**config.mk**
```make
export PLATFORM = sky130hd
export DESIGN_NAME = seq_bus_datapath
export DESIGN_NICKNAME = d
export VERILOG_FILES = /design/src/rtl/seq_bus_datapath.sv
export SDC_FILE = /design/constraint.sdc
export NUM_CORES = 2
export LEC_CHECK = 0
export BUFFER_PORTS_ARGS = -buffer_cell sky130_fd_sc_hd__clkbuf_2
export CAP_MARGIN = 20
export CORE_ASPECT_RATIO = 1.75
export CORE_UTILIZATION = 55
export CTS_CLUSTER_DIAMETER = 40
export CTS_CLUSTER_SIZE = 24
export DETAILED_ROUTE_END_ITERATION = 6
export PLACE_DENSITY = 0.72
export RECOVER_POWER = 25
export SYNTH_ARGS = -nofsm -noshare
export SYNTH_HDL_FRONTEND = slang
export SYNTH_SLANG_ARGS = --single-unit
```
**constraint.sdc**
```tcl
create_clock -name clk_i -period 7.7 [get_ports clk_i]
set_input_delay 0.385 -clock clk_i [delete_from_list [all_inputs] [get_ports clk_i]]
set_output_delay 0.385 -clock clk_i [all_outputs]
set_load 0.005 [all_outputs]
```
**src/rtl/seq_bus_datapath.sv**
```systemverilog
// Single-bus datapath with register file, Y/Z/HI/LO and a micro-sequencer that
// runs each command as Rb->Y, Rc->ALU->Z, Z->Ra (or a shift-add MUL into HI/LO).
module seq_bus_datapath #(
  parameter int unsigned DATA_W   = 32,
  parameter int unsigned NUM_REGS = 16,
  localparam int unsigned ADDR_W  = $clog2(NUM_REGS)
) (
  input  logic              clk_i,
  input  logic              clear_i,
  input  logic              cmd_valid_i,
  output logic              cmd_ready_o,
  input  logic [2:0]        cmd_op_i,
  input  logic [ADDR_W-1:0] cmd_ra_i,
  input  logic [ADDR_W-1:0] cmd_rb_i,
  input  logic [ADDR_W-1:0] cmd_rc_i,
  input  logic              ld_en_i,
  input  logic [ADDR_W-1:0] ld_addr_i,
  input  logic [DATA_W-1:0] ld_data_i,
  input  logic [ADDR_W-1:0] rd_addr_i,
  output logic [DATA_W-1:0] rd_data_o,
  output logic [DATA_W-1:0] bus_out_o,
  output logic [DATA_W-1:0] hi_out_o,
  output logic [DATA_W-1:0] lo_out_o,
  output logic              busy_o,
  output logic              done_o,
  output logic              err_o
);

  localparam int unsigned     CNT_W = $clog2(DATA_W + 1);
  localparam logic [ADDR_W:0] NREGS = (ADDR_W + 1)'(NUM_REGS);

  localparam logic [2:0] OP_ADD = 3'b000;
  localparam logic [2:0] OP_SUB = 3'b001;
  localparam logic [2:0] OP_AND = 3'b010;
  localparam logic [2:0] OP_OR  = 3'b011;
  localparam logic [2:0] OP_MUL = 3'b100;

  typedef enum logic [2:0] {S_IDLE, S_TY, S_TZ, S_TMUL, S_WB} state_t;

  state_t              state_q;
  logic [DATA_W-1:0]   regs_q [NUM_REGS];
  logic [DATA_W-1:0]   y_q, zhi_q, zlo_q, hi_q, lo_q;
  logic [2:0]          op_q;
  logic [ADDR_W-1:0]   ra_q, rb_q, rc_q;
  logic                illegal_q;
  logic [CNT_W-1:0]    mul_cnt_q;
  logic [2*DATA_W-1:0] mcand_q, acc_q, acc_d;
  logic [DATA_W-1:0]   mplier_q;

  logic [DATA_W-1:0]   bus;
  logic [DATA_W-1:0]   alu_d;
  logic                accept, cmd_illegal, ld_ok;

  function automatic logic addr_ok(input logic [ADDR_W-1:0] a);
    return {1'b0, a} < NREGS;
  endfunction

  assign accept      = cmd_valid_i && (state_q == S_IDLE);
  assign cmd_illegal = (cmd_op_i > OP_MUL) || !addr_ok(cmd_ra_i) ||
                       !addr_ok(cmd_rb_i) || !addr_ok(cmd_rc_i);
  assign ld_ok       = ld_en_i && (state_q == S_IDLE) && addr_ok(ld_addr_i);

  // Shared bus source select
  always_comb begin
    bus = '0;
    case (state_q)
      S_TY:    bus = regs_q[rb_q];
      S_TZ:    bus = regs_q[rc_q];
      S_WB:    bus = zlo_q;
      default: bus = '0;
    endcase
  end

  always_comb begin
    alu_d = '0;
    case (op_q)
      OP_ADD:  alu_d = y_q + bus;
      OP_SUB:  alu_d = y_q - bus;
      OP_AND:  alu_d = y_q & bus;
      OP_OR:   alu_d = y_q | bus;
      default: alu_d = '0;
    endcase
  end

  assign acc_d = acc_q + (mplier_q[0] ? mcand_q : '0);

  always_ff @(posedge clk_i) begin
    if (clear_i) begin
      state_q   <= S_IDLE;
      y_q       <= '0;
      zhi_q     <= '0;
      zlo_q     <= '0;
      hi_q      <= '0;
      lo_q      <= '0;
      op_q      <= '0;
      ra_q      <= '0;
      rb_q      <= '0;
      rc_q      <= '0;
      illegal_q <= 1'b0;
      mul_cnt_q <= '0;
      mcand_q   <= '0;
      mplier_q  <= '0;
      acc_q     <= '0;
      for (int i = 0; i < NUM_REGS; i++) regs_q[i] <= '0;
    end else begin
      if (ld_ok) regs_q[ld_addr_i] <= ld_data_i;
      case (state_q)
        S_IDLE: begin
          if (accept) begin
            op_q      <= cmd_op_i;
            ra_q      <= cmd_ra_i;
            rb_q      <= cmd_rb_i;
            rc_q      <= cmd_rc_i;
            illegal_q <= cmd_illegal;
            state_q   <= cmd_illegal ? S_WB : S_TY;
          end
        end
        S_TY: begin
          y_q     <= bus;
          state_q <= S_TZ;
        end
        S_TZ: begin
          if (op_q == OP_MUL) begin
            mcand_q   <= {{DATA_W{1'b0}}, y_q};
            mplier_q  <= bus;
            acc_q     <= '0;
            mul_cnt_q <= CNT_W'(DATA_W);
            state_q   <= S_TMUL;
          end else begin
            zhi_q   <= '0;
            zlo_q   <= alu_d;
            state_q <= S_WB;
          end
        end
        // One shift-add step per cycle; the last step lands the product in Z
        S_TMUL: begin
          acc_q     <= acc_d;
          mcand_q   <= mcand_q << 1;
          mplier_q  <= mplier_q >> 1;
          mul_cnt_q <= mul_cnt_q - CNT_W'(1);
          if (mul_cnt_q == CNT_W'(1)) begin
            {zhi_q, zlo_q} <= acc_d;
            state_q        <= S_WB;
          end
        end
        S_WB: begin
          if (!illegal_q) begin
            if (op_q == OP_MUL) begin
              hi_q <= zhi_q;
              lo_q <= zlo_q;
            end else begin
              regs_q[ra_q] <= zlo_q;
            end
          end
          state_q <= S_IDLE;
        end
        default: state_q <= S_IDLE;
      endcase
    end
  end

  assign cmd_ready_o = (state_q == S_IDLE) && !clear_i;
  assign rd_data_o   = addr_ok(rd_addr_i) ? regs_q[rd_addr_i] : '0;
  assign bus_out_o   = bus;
  assign hi_out_o    = hi_q;
  assign lo_out_o    = lo_q;
  assign busy_o      = (state_q != S_IDLE);
  assign done_o      = (state_q == S_WB) && !clear_i;
  assign err_o       = done_o && illegal_q;

endmodule

```
==> flow_metrics.py <==
metrics = {
    "timing": {
        "hold_violations": 0,
        "rsz0062_at_grt": "no",
        "finalSetupViolCount": 0,
        "slew_violations": 580,
        "relSlewSlack": -1.32,
        "fmax_mhz": 130,
        "timing.final.crit_share": 0.999,
        "finalCriticalPeriod_ps": 7690,
        "clock_skew_ps": 53.2,
        "tns_ps": 0,
        "setup_ws_ps": 7.21,
        "worst_slew_pin_slew_ps": 3480,
    },
    "detailed_routing": {
        "wirelength_mm": 171,
        "wl_per_cell_um": 29.6,
        "vias": 40200,
        "drc": 0,
        "dr.pass1.iters": 6,
        "ant_nets": 0,
        "drt_first_iter_violations": 5499,
        "viasPerCell": 6.95,
    },
    "global_route": {
        "track_usage": 0.372,
        "grt_pass1_wl_mm": 248,
        "grt_max_degree": 82,
        "grt-ovfl-total": 0,
        "grt_pass1_vias": 39300,
        "grt_antenna_before_repair": 5,
    },
    "yosys": {
        "syn-num-nets": 4652,
        "ys_seq_elements": 865,
        "ys_seq_area_frac": 0.454,
        "yosysTopAreaCell": "edfxtp_1",
        "synth_most_common_cell": "nor2_1",
        "ys_top_cells_by_area": "edfxtp_1 (31%), mux4_2 (18%), dfxtp_1 (14%)",
        "synthesis.area_sq_um": 49400,
        "syn-mean-instance-area_sq_um": 11.0,
        "ys_types": 86,
        "synth_ff_type": "edfxtp_1",
        "ys.warnings.count": 0,
        "synth_commonest_cells": "nor2_1 (716), edfxtp_1 (512), nand2_1 (450)",
        "synth_edf_count": 512,
        "synth_top_area_frac": 0.311,
        "async_flop_share": 0,
        "syn_inst": 4492,
    },
    "critical_path": {
        "critPathArrivalTime_ps": 8110,
        "path_cells": "clkbuf_1 > clkinv_1 > and3_1 > nor4_1 > clkbuf_1 > o21ai_0 > nand2_2 > clkbuf_1 > nand2_2 > buf_4",
        "worstSetupStartpointType": "flip-flop",
        "worstSetupEndpointType": "flip-flop",
        "cp.depth": 10,
        "cpPeakStageDelay_ps": 2310,
        "worst-path-buf-inv": 5,
        "critical_path.max_fanout": 33,
        "reg2regPathDepth": 10,
        "crit_slowest_cell": "clkbuf_1",
        "crit_type": "reg2reg",
        "cp_common_cell": "clkbuf_1",
        "worst_path_dominant_cell_family": "buffers and inverters",
        "required_ps": 8120,
    },
    "place": {
        "io_buffer_count": 190,
        "dp_slack_ps": 509,
        "dp_hpwl_mm": 109,
        "place_congestion": 0.964,
    },
    "final_layout": {
        "nNetsFinal": 4701,
        "fillers": 7127,
        "diodes": 0,
        "area.growth.synth_to_final_pct": 10.3,
        "drive_gt1_frac": 0.196,
    },
    "clock_network": {
        "cts_resized": 0,
        "htreeDepth": 3,
        "cts_setup_buffers": 0,
        "cts_buffer_depth": 3,
        "cts.hold.buffers_added": 16,
        "cts_tree": "yes",
        "clk_latency_ps": 730,
        "cts_inserted_buffers": 85,
        "clock-sinks": 865,
        "clk_pin_slew_ps": 80,
        "cts_root_buffer": "clkbuf_16",
    },
    "pwr": {
        "vdd_drop_max_uv": 195,
        "power_frac_clock": 0.396,
        "switching_share": 0.293,
        "p_seq_frac": 0.446,
        "p_leak_uw": 0.0193,
        "power.share.combinational": 0.157,
        "power_density_nw_per_um2": 214,
        "intPower_uw": 8250,
        "p_sw_uw": 3420,
    },
    "die": {
        "die_area_sq_um": 91100,
        "dieHeight_um": 398,
        "rows": 145,
        "io-pin-count": 191,
        "core_area_sq_um": 89100,
        "die_x_um": 229,
        "start_util": 0.555,
    },
    "hold_path": {
        "hold_path.class": "in2reg",
        "holdPathStages": 3,
    },
    "status": {
        "violations": "max-capacitance violations, max-slew violations",
        "status": "finished with violations",
    },
    "run": {
        "maxCapViolCount": 13,
    },
}
[power by group through the flow]
stage	Clock, uW	Sequential (uW)	Combinational, uW
floorplan	0	5200	1320
global placement	0	5280	1760
detailed placement	0	5300	1780
CTS	4650	5200	1800
global route	4820	5220	1930
finish	4630	5210	1840
[state kept, by name (all words and copies together) (netlist names), named ones only]
signal / flops
rb_q: 4
lo_out_o: 32
mplier_q: 32
mul_cnt_q: 6
op_q: 3
mcand_q: 64
rc_q: 4
regs_q: 512
hi_out_o: 32
ra_q: 4
zlo_q: 32
zhi_q: 32
illegal_q: 1
state_q: 3
acc_q: 64
y_q: 32
[stage by stage]
stage / instances / hold WS [ps] / cell area [sq um] / total power [uW] / utilization
3_3_place_gp: 5601 / 437 / 51300 / 7050 / 0.576
2_1_floorplan: 4492 / 427 / 49400 / 6510 / -
5_1_grt: 5789 / 48.5 / 54500 / 12000 / 0.612
6_report: 5789 / 22.8 / 54500 / 11700 / 0.612
3_5_place_dp: 5608 / 440 / 51300 / 7080 / 0.576
4_1_cts: 5783 / 73.3 / 54600 / 11600 / 0.613
[cell families (layout without fill, tap and decap cells)]
kind of cell | Yosys count | in the layout | synth area share
AO/OA/AOI/OAI | 900 | 900 | 0.113
XOR/XNOR | 116 | 116 | 0.0206
adder cells (fa/ha/maj) | 125 | 125 | 0.0307
buffers and inverters | 435 | 556 | 0.0375
flip-flops | 865 | 865 | 0.454
multiplexers | 559 | 559 | 0.216
AND/OR/NAND/NOR | 1492 | 1492 | 0.129
[layer usage]
| layer | wire length [um] | share of wire | global-route usage |
|---|---|---|---|
| met5 | 69 | 0.00040 | 0 |
| met1 | 53800 | 0.31 | 0.411 |
| met4 | 14000 | 0.082 | 0.265 |
| met2 | 82500 | 0.48 | 0.622 |
| met3 | 21000 | 0.12 | 0.0991 |
[path summary, 6_finish.rpt]
| kind | end | slack (ps) | startpoint |
|---|---|---|---|
| min | regs_q[6][12] | 20 | ld_data_i[12] |
| max reg2reg | regs_q[7][23] | 7 | op_q[1] |
| max | regs_q[7][23] | 7 | op_q[1] |
| min reg2reg | hi_out_o[1] | 420 | zhi_q[1] |
[tightest hold or removal path: cells and delay by family]
kind | cells | cell delay, ps
and+or+nand+nor | 1 | 90
buffers and inverters | 1 | 90
muxes | 1 | 90
[placed cells by master, fill, tap and decap left out, types with 85 or more instances in the layout]
cell         n
clkbuf_16   85
mux4_2     404
mux2i_1    154
o21ai_0    149
a22oi_1     89
nand3_1     87
ha_1        99
buf_4      116
nand2_1    418
clkbuf_2   127
edfxtp_1   512
nor2_1     716
a21oi_1    366
dfxtp_1    346
[final cells by class]
cell class / count / area, sq um / area share
Inverter: 57 / 214 / 0.00393
Clock inverter: 71 / 973 / 0.0179
Sequential cell: 865 / 22500 / 0.412
Timing Repair Buffer: 340 / 2020 / 0.0370
Clock buffer: 88 / 2150 / 0.0394
Tap cell: 1176 / 1470 / 0.0270
Multi-Input combinational cell: 3192 / 25200 / 0.463
No activity file was read; power rests on OpenSTA's default activity.
